`config.mk`:
```
export PLATFORM = sky130hd
export DESIGN_NAME = game_sequencer_flat
export DESIGN_NICKNAME = d
export VERILOG_FILES = /design/src/rtl/game_sequencer_if.sv /design/src/rtl/game_sequencer.sv /design/src/flat_wrapper.sv
export SDC_FILE = /design/constraint.sdc
export NUM_CORES = 1
export LEC_CHECK = 0
export BUFFER_PORTS_ARGS = -buffer_cell sky130_fd_sc_hd__buf_4
export CORE_MARGIN = 1.5
export CORE_UTILIZATION = 60
export CTS_CLUSTER_DIAMETER = 150
export CTS_CLUSTER_SIZE = 16
export DETAILED_ROUTE_END_ITERATION = 6
export PLACE_DENSITY_LB_ADDON = 0.25
export SYNTH_ARGS = -nofsm -noshare
export SYNTH_HDL_FRONTEND = slang
export SYNTH_SLANG_ARGS = --single-unit
```
`constraint.sdc`:
```
create_clock -name CLK -period 4.1 [get_ports CLK]
set_input_delay 0 -clock CLK [delete_from_list [all_inputs] [get_ports CLK]]
set_output_delay 0 -clock CLK [all_outputs]
set_load 0.1 [all_outputs]
```
`src/rtl/game_sequencer_if.sv`:
```
// game_sequencer_if: player inputs, datapath commands and display/status lines of the game sequencer
interface game_sequencer_if;
   logic mode, pose, Left, Right, hit;
   logic fall_en, move_left, move_right, field_clear, beep, show_win, show_lose;
   logic [3:0] minute, sec;
   logic [2:0] Life, state;
   modport master (
      input mode, pose, Left, Right, hit,
      output fall_en, move_left, move_right, field_clear, beep, show_win, show_lose, minute, sec, Life, state
   );
   modport slave (
      output mode, pose, Left, Right, hit,
      input fall_en, move_left, move_right, field_clear, beep, show_win, show_lose, minute, sec, Life, state
   );
endinterface

```
`src/rtl/game_sequencer.sv`:
```
// game_sequencer: move/second tick dividers, BCD game timer, lives and READY/PLAY/PAUSE/HIT/WIN/LOSE control
module game_sequencer #(
   parameter int MV_DIV    = 3500000,
   parameter int SEC_DIV   = 25000000,
   parameter int HIT_TICKS = 4,
   parameter int CD_TENS   = 3
) (
   input logic CLK,
   input logic clear,
   game_sequencer_if.master bus
);
   localparam int MW = $clog2(MV_DIV);
   localparam int SW = $clog2(SEC_DIV);
   localparam int HW = $clog2(HIT_TICKS + 1);
   typedef enum logic [2:0] {READY = 3'd0, PLAY, PAUSE, HIT, WIN, LOSE} state_t;
   state_t st;
   logic [MW-1:0] mv_cnt;
   logic [SW-1:0] sec_cnt;
   logic [HW-1:0] hit_cnt;
   logic [1:0] lives, pose_sy, left_sy, right_sy;
   logic mode_q, run, mv_tick, sec_tick, at_zero, last_hit;
   logic [3:0] nx_min, nx_sec;
   assign bus.state = st;
   always_comb begin
      run = st == PLAY || st == HIT;
      mv_tick = run && mv_cnt == MW'(MV_DIV - 1);
      sec_tick = run && sec_cnt == SW'(SEC_DIV - 1);
      at_zero = mode_q && bus.minute == 4'd0 && bus.sec == 4'd0;
      last_hit = bus.hit && lives == 2'd1;
      nx_sec = mode_q ? (bus.sec == 4'd0 ? 4'd9 : bus.sec - 4'd1) : (bus.sec == 4'd9 ? 4'd0 : bus.sec + 4'd1);
      nx_min = mode_q ? (bus.sec == 4'd0 ? bus.minute - 4'd1 : bus.minute)
                      : (bus.sec == 4'd9 ? (bus.minute == 4'd9 ? 4'd0 : bus.minute + 4'd1) : bus.minute);
   end
   always_ff @(posedge CLK) begin
      if (clear) begin
         st <= READY;
         lives <= 2'd3;
         bus.Life <= 3'b111;
         mv_cnt <= '0;
         sec_cnt <= '0;
         hit_cnt <= '0;
         {pose_sy, left_sy, right_sy} <= '0;
         {bus.fall_en, bus.move_left, bus.move_right, bus.field_clear} <= '0;
         {bus.beep, bus.show_win, bus.show_lose} <= '0;
         mode_q <= bus.mode;
         bus.minute <= bus.mode ? 4'(CD_TENS) : 4'd0;
         bus.sec <= bus.mode ? 4'd0 : 4'd1;
      end else begin
         pose_sy <= {pose_sy[0], bus.pose};
         left_sy <= {left_sy[0], bus.Left};
         right_sy <= {right_sy[0], bus.Right};
         {bus.fall_en, bus.move_left, bus.move_right, bus.field_clear} <= '0;
         if (run) begin
            mv_cnt <= mv_tick ? '0 : mv_cnt + 1'b1;
            sec_cnt <= sec_tick ? '0 : sec_cnt + 1'b1;
         end
         if (sec_tick && !at_zero) {bus.minute, bus.sec} <= {nx_min, nx_sec};
         case (st)
            READY: begin
               bus.field_clear <= 1'b1;
               st <= PLAY;
            end
            PLAY, HIT: begin
               // A life-ending hit outranks the countdown win; an ordinary hit does not.
               if (last_hit) begin
                  st <= LOSE;
                  lives <= 2'd0;
                  bus.Life <= 3'b000;
                  bus.show_lose <= 1'b1;
                  bus.beep <= 1'b0;
                  bus.field_clear <= 1'b1;
               end else if (at_zero) begin
                  st <= WIN;
                  bus.show_win <= 1'b1;
                  bus.beep <= 1'b0;
               end else if (bus.hit) begin
                  st <= HIT;
                  lives <= lives - 2'd1;
                  bus.Life <= {1'b1, lives[0], 1'b0};
                  hit_cnt <= '0;
                  bus.beep <= 1'b1;
                  bus.field_clear <= 1'b1;
               end else if (st == HIT) begin
                  if (mv_tick && hit_cnt == HW'(HIT_TICKS - 1)) begin
                     st <= PLAY;
                     bus.beep <= 1'b0;
                  end else if (mv_tick) hit_cnt <= hit_cnt + 1'b1;
               end else if (pose_sy[1]) st <= PAUSE;
               else if (mv_tick) begin
                  bus.fall_en <= 1'b1;
                  bus.move_left <= left_sy[1] & ~right_sy[1];
                  bus.move_right <= right_sy[1] & ~left_sy[1];
               end
            end
            PAUSE: if (!pose_sy[1]) st <= PLAY;
            default: ;
         endcase
      end
   end
endmodule
```
`src/flat_wrapper.sv`:
```
// flat-port wrapper written by rule: the top's interface ports become plain ports
module game_sequencer_flat 
#(
   parameter int MV_DIV    = 3500000,
   parameter int SEC_DIV   = 25000000,
   parameter int HIT_TICKS = 4,
   parameter int CD_TENS   = 3
)
  (CLK, clear, bus_mode, bus_pose, bus_Left, bus_Right, bus_hit, bus_fall_en, bus_move_left, bus_move_right, bus_field_clear, bus_beep, bus_show_win, bus_show_lose, bus_minute, bus_sec, bus_Life, bus_state);
  game_sequencer_if bus_i ();
  input logic CLK;
  input logic clear;
  input wire logic [$bits(bus_i.mode)-1:0] bus_mode;
  input wire logic [$bits(bus_i.pose)-1:0] bus_pose;
  input wire logic [$bits(bus_i.Left)-1:0] bus_Left;
  input wire logic [$bits(bus_i.Right)-1:0] bus_Right;
  input wire logic [$bits(bus_i.hit)-1:0] bus_hit;
  output wire logic [$bits(bus_i.fall_en)-1:0] bus_fall_en;
  output wire logic [$bits(bus_i.move_left)-1:0] bus_move_left;
  output wire logic [$bits(bus_i.move_right)-1:0] bus_move_right;
  output wire logic [$bits(bus_i.field_clear)-1:0] bus_field_clear;
  output wire logic [$bits(bus_i.beep)-1:0] bus_beep;
  output wire logic [$bits(bus_i.show_win)-1:0] bus_show_win;
  output wire logic [$bits(bus_i.show_lose)-1:0] bus_show_lose;
  output wire logic [$bits(bus_i.minute)-1:0] bus_minute;
  output wire logic [$bits(bus_i.sec)-1:0] bus_sec;
  output wire logic [$bits(bus_i.Life)-1:0] bus_Life;
  output wire logic [$bits(bus_i.state)-1:0] bus_state;
  assign bus_i.mode = bus_mode;
  assign bus_i.pose = bus_pose;
  assign bus_i.Left = bus_Left;
  assign bus_i.Right = bus_Right;
  assign bus_i.hit = bus_hit;
  assign bus_fall_en = bus_i.fall_en;
  assign bus_move_left = bus_i.move_left;
  assign bus_move_right = bus_i.move_right;
  assign bus_field_clear = bus_i.field_clear;
  assign bus_beep = bus_i.beep;
  assign bus_show_win = bus_i.show_win;
  assign bus_show_lose = bus_i.show_lose;
  assign bus_minute = bus_i.minute;
  assign bus_sec = bus_i.sec;
  assign bus_Life = bus_i.Life;
  assign bus_state = bus_i.state;
  game_sequencer #(.MV_DIV(MV_DIV), .SEC_DIV(SEC_DIV), .HIT_TICKS(HIT_TICKS), .CD_TENS(CD_TENS)) u_core (.CLK(CLK), .clear(clear), .bus(bus_i));
endmodule
```
==> out/metrics.cfg, run 1 <==
[run_status]
outcome = finished clean

[synthesis]
synth.avg_cell_area_um2 = 8.86
synth.yosys.seq_area_share_pct = 43.1
synth_register_bits = 80
syn_nets = 460
syn_area_mm2 = 0.00392
syn-instance-count = 443
synth.distinct_cells = 57
synth-edff-count = 9
ys_async_sr_fraction_pct = 0
synth-warning-count = 0
synth_top_flop_cell = sky130_fd_sc_hd__dfxtp_1

[sta]
worst_slew_pin_slew_ns = 1.07
report.final.slew_viol_count = 0
unrepaired_setup_endpoints_after_global_routing = false
timing.fmax_ghz = 0.400
slew_headroom_pct = 28.0
fin_crit_ns = 2.50
finalHoldViolations = 0
setup_clock_skew_after_layout_ns = 0.0151
finalCritPeriodShare_pct = 61.0
timing.final.setup_violations = 0
setup_total_negative_slack_ns = 0

[final_layout]
areaGrowthSynthToFinish_pct = 11.6
layout.cells.non_filler = 547
post_route_cells_drive_above_1_share_pct = 12.6
diodes = 0
finalNetCount = 482

[setup_path]
critPathArrivalTime_ns = 2.76
setup.worst_path.start_class = flip-flop
crit_fanout = 15
timing.critical_path.to_type = flip-flop
crit_type = reg -> reg
cp.required_ns = 4.36

[grt]
grt_pass1_vias = 3010
grt_max_degree = 50
grt_util_all_layers_pct = 22.9
grt_antenna_before_repair = 0
first_pass_grt_wire_length_mm = 13.3
grt_remaining_overflow = 0

[clock_network]
cts_buffer_depth = 2
cts_tree = done
cts.reportedPaths.clkPinSlew_ns = 0.09
cts_buf_count = 9
postCtsSetupBuffers = 0
tritoncts_num_sinks = 80
h-tree-depth = 3
cts_root_buffer = sky130_fd_sc_hd__clkbuf_8
resized_cells_post_cts = 0
worstSkewPairLatency_ns = 0.36
hold_buffers = 5

[pwr]
power_density_mw_per_mm2 = 392
report.power.total_w = 0.00172
total_leakage_power_nw = 1.72
ir_worst_vdd_mv = 0.291

[detailed_routing]
dr_total_vias = 3175
route.detailed.wl_per_inst_um = 14.0
initialDrtViolationCount = 158
remaining_drc_errors = 0
final_wirelength_mm = 7.64
vias_cell = 5.80
first_pass_iters = 4
postRouteAntennaNets = 0

[flow_run]
cap_viol_max_count = 0

[floorplanning]
chipHeight_um = 83.9
design.portCount = 28
area_of_the_die_mm2 = 0.00703
die_width_um = 83.9
rows = 29
core_region_area_mm2 = 0.00635
start_util_pct = 61.8

[placement]
detailed_place_hpwl_mm = 5.16
post-place-cells = 526
placement.io_buffers = 27
gp_routability_congestion = 0.813

[min_path]
worst_hold_path_type = in -> reg

==> cell families (layout without fill, tap and decap cells) <==
family	after synthesis	in the layout	synth area share, %
xor+xnor	40	40	8.93
compound gates	66	66	11.0
buf+inv	35	62	3.70
fa+ha+maj	10	10	3.19
flops	80	80	43.1
mux	7	7	1.88
simple gates	205	205	28.2
==> final timing paths <==
kind	startpoint	slack [ns]	endpoint	cells past startpoint
hold reg to reg	u_core.left_sy[1]$_SDFF_PP0_	0.41	u_core.bus.move_right$_SDFF_PP0_	1
hold / removal	clear	0.09	u_core.sec_cnt[8]$_SDFFE_PP0P_	2
setup reg to reg	u_core.bus.minute[0]$_DFFE_PP_	1.60	u_core.lives[0]$_SDFFE_PP1P_	7
setup / recovery	u_core.bus.minute[0]$_DFFE_PP_	1.60	u_core.lives[0]$_SDFFE_PP1P_	7
==> worst max-delay path, cell delays in order (launching register included) <==
cell and delay, ns:
sky130_fd_sc_hd__edfxtp_1 0.50, sky130_fd_sc_hd__inv_1 0.17, sky130_fd_sc_hd__ha_1 0.16, sky130_fd_sc_hd__nor4b_1 0.25, sky130_fd_sc_hd__nand3_1 0.49, sky130_fd_sc_hd__and3_1 0.43, sky130_fd_sc_hd__nor2b_1 0.15, sky130_fd_sc_hd__a211o_1 0.26
==> metal layers <==
| layer | wire, um | track usage, % | up-vias |
|---|---|---|---|
| met4 | 77 | 7.00 | 0 |
| met5 | 0 | 0 | - |
| li1 | - | - | 1610 |
| met1 | 3700 | 30.1 | 1483 |
| met2 | 3550 | 37.5 | 72 |
| met3 | 307 | 5.64 | 10 |
==> placed cells by master, fill, tap and decap left out, types with 4 or more instances in the layout <==
cell	instances
sky130_fd_sc_hd__nor2_1	64
sky130_fd_sc_hd__buf_4	27
sky130_fd_sc_hd__or3_1	4
sky130_fd_sc_hd__a21oi_1	20
sky130_fd_sc_hd__o21ai_0	11
sky130_fd_sc_hd__dlygate4sd3_1	5
sky130_fd_sc_hd__xnor2_1	8
sky130_fd_sc_hd__nor3_1	10
sky130_fd_sc_hd__nor2b_1	11
sky130_fd_sc_hd__clkbuf_8	9
sky130_fd_sc_hd__and4_1	4
sky130_fd_sc_hd__ha_1	10
sky130_fd_sc_hd__mux2i_1	4
sky130_fd_sc_hd__inv_1	14
sky130_fd_sc_hd__nand3_1	23
sky130_fd_sc_hd__dfxtp_1	71
sky130_fd_sc_hd__nand2_1	32
sky130_fd_sc_hd__a31oi_1	5
sky130_fd_sc_hd__nand4_1	15
sky130_fd_sc_hd__and3_1	9
sky130_fd_sc_hd__a21o_1	4
sky130_fd_sc_hd__edfxtp_1	9
sky130_fd_sc_hd__nor4_1	4
sky130_fd_sc_hd__xor2_1	32
==> state kept, by name (all words and copies together), names as in the netlist <==
| name | cells |
|---|---|
| u_core.lives | 2 |
| u_core.pose_sy | 2 |
| u_core.mv_cnt | 22 |
| u_core.bus.move_right | 1 |
| u_core.bus.show_win | 1 |
| u_core.left_sy | 2 |
| u_core.bus.Life | 3 |
| u_core.bus.beep | 1 |
| u_core.bus.move_left | 1 |
| u_core.bus.field_clear | 1 |
| u_core.sec_cnt | 25 |
| u_core.mode_q | 1 |
| u_core.hit_cnt | 3 |
| u_core.bus.fall_en | 1 |
| u_core.bus.show_lose | 1 |
| u_core.bus.state | 3 |
| u_core.bus.minute | 4 |
| u_core.bus.sec | 4 |
| u_core.right_sy | 2 |
==> cells in the mapped netlist, types with 3 or more instances <==
cell type | n | area [um2]
sky130_fd_sc_hd__nor4b_1 | 3 | 26.3
sky130_fd_sc_hd__nor4_1 | 4 | 25.0
sky130_fd_sc_hd__inv_1 | 14 | 52.6
sky130_fd_sc_hd__dfxtp_1 | 71 | 1420
sky130_fd_sc_hd__o22ai_1 | 3 | 18.8
sky130_fd_sc_hd__nand3_1 | 23 | 115
sky130_fd_sc_hd__nor2b_1 | 11 | 68.8
sky130_fd_sc_hd__xnor2_1 | 8 | 70.1
sky130_fd_sc_hd__nor3_1 | 10 | 50.1
sky130_fd_sc_hd__nand4_1 | 15 | 93.8
sky130_fd_sc_hd__o21bai_1 | 3 | 22.5
sky130_fd_sc_hd__edfxtp_1 | 9 | 270
sky130_fd_sc_hd__nor2_1 | 64 | 240
sky130_fd_sc_hd__a21oi_1 | 20 | 100
sky130_fd_sc_hd__and4_1 | 4 | 35.0
sky130_fd_sc_hd__or2_2 | 3 | 18.8
sky130_fd_sc_hd__clkbuf_1 | 13 | 48.8
sky130_fd_sc_hd__buf_2 | 5 | 25.0
sky130_fd_sc_hd__nand2_1 | 32 | 120
sky130_fd_sc_hd__xor2_1 | 32 | 280
sky130_fd_sc_hd__a21o_1 | 4 | 30.0
sky130_fd_sc_hd__a31oi_1 | 5 | 31.3
sky130_fd_sc_hd__o21ai_0 | 11 | 55.1
sky130_fd_sc_hd__and2_1 | 3 | 18.8
sky130_fd_sc_hd__mux2i_1 | 4 | 40.0
sky130_fd_sc_hd__mux2_2 | 3 | 33.8
sky130_fd_sc_hd__ha_1 | 10 | 125
sky130_fd_sc_hd__nand4b_1 | 3 | 26.3
sky130_fd_sc_hd__or3_1 | 4 | 25.0
sky130_fd_sc_hd__and3_1 | 9 | 56.3
==> power breakdown <==
group	total [W]	internal, W	switching (W)
Clock	0.000591	0.000287	0.000304
Sequential	0.000861	0.000820	0.0000411
Combinational	0.000264	0.0000772	0.000187
Total	0.00172	0.00118	0.000532
==> through the flow <==
step / utilization, % / setup slack, ns / instance area (um2) / hold WS, ns
after floorplan: - / 1.58 / 3920 / 0.0989
after global placement: 65.0 / 1.71 / 4130 / 0.214
after detailed placement: 65.0 / 1.63 / 4130 / 0.222
after CTS: 68.9 / 1.61 / 4380 / 0.0844
after global routing: 68.9 / 1.33 / 4380 / 0.0918
final: 68.9 / 1.60 / 4380 / 0.0883
==> cell type report <==
class	count	area [um2]
Clock buffer	9	124
Clock inverter	7	73.8
Fill cell	506	1970
Inverter	14	52.6
Multi-Input combinational cell	328	2090
Sequential cell	80	1690
Tap cell	77	96.3
Timing Repair Buffer	32	253
(Power assumes the default switching activity.)
==> inputs of run 2 (changes only) <==
==> constraint.sdc (replaced) <==
create_clock -name CLK -period 2.6 [get_ports CLK]
set_input_delay 0 -clock CLK [delete_from_list [all_inputs] [get_ports CLK]]
set_output_delay 0 -clock CLK [all_outputs]
set_load 0.1 [all_outputs]
==> out/metrics.cfg, run 2 (same netlist as run 1, synthesis figures left out) <==
[final_layout]
most-common-layout-cells = sky130_fd_sc_hd__dfxtp_1 (71), sky130_fd_sc_hd__nor2_1 (64), sky130_fd_sc_hd__buf_4 (38)
finalCoreUtilization_pct = 69.8
reg.largest.list = u_core.sec_cnt (25), u_core.mv_cnt (22)
post_route_cells_drive_above_1_share_pct = 14.6
diodes = 0
finalNetCount = 492
register_containing_the_most_flip_flops_in_the_final_layout = u_core.sec_cnt
largest_reg_flops = 25
layout.cells.most_common = sky130_fd_sc_hd__dfxtp_1
layout.cells.non_filler = 557
areaGrowthSynthToFinish_pct = 12.9

[clock_network]
cts_root_buffer = sky130_fd_sc_hd__clkbuf_8
worstSkewPairLatency_ns = 0.34
tritoncts_num_sinks = 80
h-tree-depth = 3
cts_buf_count = 9
cts.reportedPaths.clkPinSlew_ns = 0.09
cts_buffer_depth = 2
cts_tree = done

[run_status]
outcome = finished clean

[detailed_routing]
remaining_drc_errors = 0
first_pass_iters = 4
vias_cell = 5.92
dr_total_vias = 3297
initialDrtViolationCount = 166
final_wirelength_mm = 7.87
postRouteAntennaNets = 0
route.detailed.wl_per_inst_um = 14.1

[sta]
setup_total_negative_slack_ns = 0
finalCritPeriodShare_pct = 86.8
finalWorstSetupSlack_ns = 0.342
finalHoldViolations = 0
slew_headroom_pct = 49.7
report.final.slew_viol_count = 0
worst_slew_pin_slew_ns = 0.747
timing.fmax_ghz = 0.443
setup_clock_skew_after_layout_ns = 0.00552
unrepaired_setup_endpoints_after_global_routing = false
final.hold.worst_slack_ns = 0.0257
timing.final.setup_violations = 0
fin_crit_ns = 2.26

[setup_path]
cp.required_ns = 2.81
worst_path_dominant_cell_family = simple AND/OR/NAND/NOR gates
crit_type = reg -> reg
critPathArrivalTime_ns = 2.47
critical-path-slowest-cell = sky130_fd_sc_hd__edfxtp_1
timing.critical_path.to_type = flip-flop
capture_point_of_the_worst_path = u_core.bus.state[0]$_SDFFE_PP0P_
worst_path_largest_cell_delay_ns = 0.49
worstReg2RegStart = u_core.bus.minute[1]$_DFFE_PP_
reg2reg_to = u_core.bus.state[0]$_SDFFE_PP0P_
worst-r2r-setup-slack_ns = 0.34
setup.worst_path.start_class = flip-flop
crit_fanout = 9
critical_path.cell_chain = inv_1 > ha_1 > nor4b_1 > nand3_1 > buf_4 > a31oi_1 > o211a_1 > nor3_1
cp_num_cells = 8
reg2reg_depth = 8
timing.critical_path.buf_inv = 2
crit_path_start = u_core.bus.minute[1]$_DFFE_PP_

[pwr]
total_leakage_power_nw = 1.76
ir_worst_vdd_mv = 0.478
power_density_mw_per_mm2 = 592

[floorplanning]
rows = 29
core_region_area_mm2 = 0.00635
die_width_um = 83.9
start_util_pct = 61.8
design.portCount = 28
area_of_the_die_mm2 = 0.00703
chipHeight_um = 83.9

[grt]
first_pass_grt_wire_length_mm = 13.7
grt_pass1_vias = 3157
grt_util_all_layers_pct = 23.7
grt_max_degree = 50
grt_remaining_overflow = 0
grt_antenna_before_repair = 0

[placement]
placement.io_buffers = 27
post-place-ws_ns = 0.368
post-place-cells = 537
detailed_place_hpwl_mm = 5.35
gp_routability_congestion = 0.840

[flow_run]
cap_viol_max_count = 0

[min_path]
worst_hold_path_type = in -> reg
min_path_cells = 3

run 2: changes by cell type in the layout (fill, tap and decap cells not counted), sizes merged:
cell | previous run | this run
dlygate4sd3 | 5 | 4
inv | 19 | 17
bufinv | 1 | 0
clkinvlp | 0 | 1
clkinv | 1 | 3
buf | 27 | 38
run 2: how the worst min path moves through the flow:
stage | start | to | slack (ns)
floorplan | bus_mode | u_core.mode_q$_DFFE_PP_ | 0.1
global placement | bus_pose | u_core.pose_sy[0]$_SDFF_PP0_ | 0.22
detailed placement | bus_mode | u_core.mode_q$_DFFE_PP_ | 0.22
CTS | bus_hit | u_core.bus.show_lose$_SDFFE_PP0P_ | 0.02
global route | bus_hit | u_core.bus.show_lose$_SDFFE_PP0P_ | 0.04
finish | bus_hit | u_core.bus.show_lose$_SDFFE_PP0P_ | 0.03
run 2: stage by stage:
stage / power [W] / area (um2)
2_1_floorplan: 0.00171 / 3920
3_3_place_gp: 0.00180 / 4210
3_5_place_dp: 0.00181 / 4210
4_1_cts: 0.00263 / 4430
5_1_grt: 0.00273 / 4430
6_report: 0.00262 / 4430
run 2: cell type report:
| cell class | instances | area [um2] |
|---|---|---|
| clock buffers | 9 | 124 |
| clock inverters | 7 | 53.8 |
| fillers | 507 | 1920 |
| inverters | 14 | 52.6 |
| multi-input cells | 328 | 2090 |
| flip-flops and latches | 80 | 1690 |
| well taps | 77 | 96.3 |
| repair buffers | 42 | 325 |
run 2: tightest hold or removal path, cell delays in order:
cell and delay, ns:
sky130_fd_sc_hd__buf_4 0.16, sky130_fd_sc_hd__a31oi_1 0.10, sky130_fd_sc_hd__nor2_1 0.07
run 2: power breakdown:
part / total [W] / switching, W / leakage [nW] / internal [W]
combinational: 0.000442 / 0.000313 / 1.00 / 0.000130
clock: 0.000836 / 0.000480 / 0.0905 / 0.000356
sequential: 0.00134 / 0.0000508 / 0.666 / 0.00129
run 2: repair_timing:
action                    CTS  global route
setup buffers               0             0
hold buffers                4             0
resized for setup           0             0
hold endpoints to repair    7             0
run 2: routing by layer:
metal  global-route usage [%]  vias to the layer above  routed length (um)
li1                         -                     1633                   -
met1                     30.3                     1564                3630
met4                     10.1                        0                 165
met5                        0                        -                   0
met2                     40.0                       83                3740
met3                     3.76                       17                 341
==> inputs of run 3 (changes only) <==
--- a/config.mk
+++ b/config.mk
@@ -7,11 +7,12 @@
 export LEC_CHECK = 0
 export BUFFER_PORTS_ARGS = -buffer_cell sky130_fd_sc_hd__buf_4
 export CORE_MARGIN = 1.5
-export CORE_UTILIZATION = 60
+export CORE_UTILIZATION = 56
 export CTS_CLUSTER_DIAMETER = 150
 export CTS_CLUSTER_SIZE = 16
 export DETAILED_ROUTE_END_ITERATION = 6
 export PLACE_DENSITY_LB_ADDON = 0.25
+export REMOVE_ABC_BUFFERS = 1
 export SYNTH_ARGS = -nofsm -noshare
 export SYNTH_HDL_FRONTEND = slang
 export SYNTH_SLANG_ARGS = --single-unit
==> out/metrics.cfg, run 3 (same netlist as run 1, synthesis figures left out) <==
[detailed_routing]
remaining_drc_errors = 0
initialDrtViolationCount = 123
final_wirelength_mm = 7.62
vias_cell = 5.59
first_pass_iters = 4
dr_total_vias = 3224
route.detailed.wl_per_inst_um = 13.2
postRouteAntennaNets = 0

[final_layout]
finalNetCount = 493
most-common-layout-cells = sky130_fd_sc_hd__dfxtp_1 (71), sky130_fd_sc_hd__nor2_1 (64), sky130_fd_sc_hd__buf_4 (38)
finalCoreUtilization_pct = 65.7
register_containing_the_most_flip_flops_in_the_final_layout = u_core.sec_cnt
layout.cells.most_common = sky130_fd_sc_hd__dfxtp_1
diodes = 0
post_route_cells_drive_above_1_share_pct = 14.6
reg.largest.list = u_core.sec_cnt (25), u_core.mv_cnt (22)
areaGrowthSynthToFinish_pct = 13.8
largest_reg_flops = 25

[placement]
detailed_place_hpwl_mm = 5.29
placement.io_buffers = 27
gp_routability_congestion = 0.859

[floorplanning]
core_region_area_mm2 = 0.00679
start_util_pct = 57.8
rows = 30
chipHeight_um = 86.7
area_of_the_die_mm2 = 0.00752
design.portCount = 28
die_width_um = 86.7

[setup_path]
worst-r2r-setup-slack_ns = 0.33
reg2reg_depth = 5
critical-path-slowest-cell = sky130_fd_sc_hd__dfxtp_1
critPathArrivalTime_ns = 2.51
timing.critical_path.to_type = flip-flop
critical_path.cell_chain = nand3b_4 > or4_4 > nor4_4 > or2_2 > nor2_1
crit_fanout = 20
cp.required_ns = 2.83
reg2reg_to = u_core.mv_cnt[3]$_SDFFE_PP0P_
worstReg2RegStart = u_core.bus.state[0]$_SDFFE_PP0P_
cp_num_cells = 5
worst_path_dominant_cell_family = simple AND/OR/NAND/NOR gates
crit_type = reg -> reg
worst_path_largest_cell_delay_ns = 0.61
timing.critical_path.buf_inv = 0
setup.worst_path.start_class = flip-flop

[sta]
timing.fmax_ghz = 0.440
unrepaired_setup_endpoints_after_global_routing = false
worst_slew_pin_slew_ns = 0.782
setup_total_negative_slack_ns = 0
slew_headroom_pct = 47.4
setup_clock_skew_after_layout_ns = 0.00895
report.final.slew_viol_count = 0
timing.final.setup_violations = 0
finalCritPeriodShare_pct = 87.5
finalHoldViolations = 0
fin_crit_ns = 2.27

[pwr]
ir_worst_vdd_mv = 0.395
total_leakage_power_nw = 1.76
report.power.total_w = 0.00262
power_density_mw_per_mm2 = 586

[clock_network]
cts_root_buffer = sky130_fd_sc_hd__clkbuf_8
h-tree-depth = 3
cts_buf_count = 9
cts.reportedPaths.clkPinSlew_ns = 0.08
cts_tree = done
cts_buffer_depth = 2
tritoncts_num_sinks = 80
worstSkewPairLatency_ns = 0.36
resized_cells_post_cts = 0

[grt]
grt_util_all_layers_pct = 21.6
grt_antenna_before_repair = 0
grt_remaining_overflow = 0
grt_max_degree = 50
grt_pass1_vias = 2991
first_pass_grt_wire_length_mm = 13.0

[min_path]
worst_hold_path.endpoint = u_core.sec_cnt[10]$_SDFFE_PP0P_
worst_hold_path_type = in -> reg
worstHoldStart = clear
min_path_cells = 2

[flow_run]
cap_viol_max_count = 0

[run_status]
outcome = finished clean

==> run 3: metal layers <==
layer	up-vias	GRT usage (%)	share of wire (%)	wire, um
li1	1637	-	-	-
met1	1518	27.3	48	3670
met2	58	34.7	46	3530
met3	11	5.33	4.0	307
met4	0	10.3	1.6	119
met5	-	0	0	0
==> run 3: worst max path at each step <==
stage / startpoint / endpoint / slack [ns]
floorplan: u_core.bus.minute[0]$_DFFE_PP_ / u_core.bus.state[1]$_SDFFE_PP0P_ / -0.11
global placement: u_core.bus.state[0]$_SDFFE_PP0P_ / u_core.mv_cnt[9]$_SDFFE_PP0P_ / 0.43
detailed placement: u_core.bus.state[0]$_SDFFE_PP0P_ / u_core.mv_cnt[10]$_SDFFE_PP0P_ / 0.35
CTS: u_core.bus.state[0]$_SDFFE_PP0P_ / u_core.mv_cnt[3]$_SDFFE_PP0P_ / 0.33
global route: u_core.bus.minute[0]$_DFFE_PP_ / u_core.hit_cnt[1]$_SDFFE_PP0P_ / 0.11
finish: u_core.bus.state[0]$_SDFFE_PP0P_ / u_core.mv_cnt[3]$_SDFFE_PP0P_ / 0.33
==> run 3: final cells by class <==
type | instances | area (um2)
clock buffer | 9 | 124
clock inverter | 7 | 56.3
fill | 558 | 2330
inverter | 14 | 52.6
multi-input combinational | 328 | 2090
sequential | 80 | 1690
tap | 96 | 120
timing repair buffer | 43 | 335
==> run 3: where the power goes <==
part	switching [W]	internal, W	leakage, nW	total, W
logic	0.000303	0.000130	1.01	0.000433
clock network	0.000479	0.000356	0.0902	0.000835
registers	0.0000556	0.00129	0.666	0.00135
==> run 3: stage by stage <==
stage,std cells,hold WS [ns],setup WS (ns),cell area [um2]
global route,577,0.111,0.114,4470
CTS,577,0.0805,0.327,4470
finish,577,0.0868,0.326,4470
detailed placement,556,0.219,0.355,4240
global placement,556,0.211,0.429,4240
floorplan,422,0.0691,-0.107,3830
==> run 3: timing repair <==
| action | CTS | global route |
|---|---|---|
| setup buffers | 0 | 0 |
| hold buffers | 5 | 0 |
| endpoints found under the hold margin | 9 | 0 |
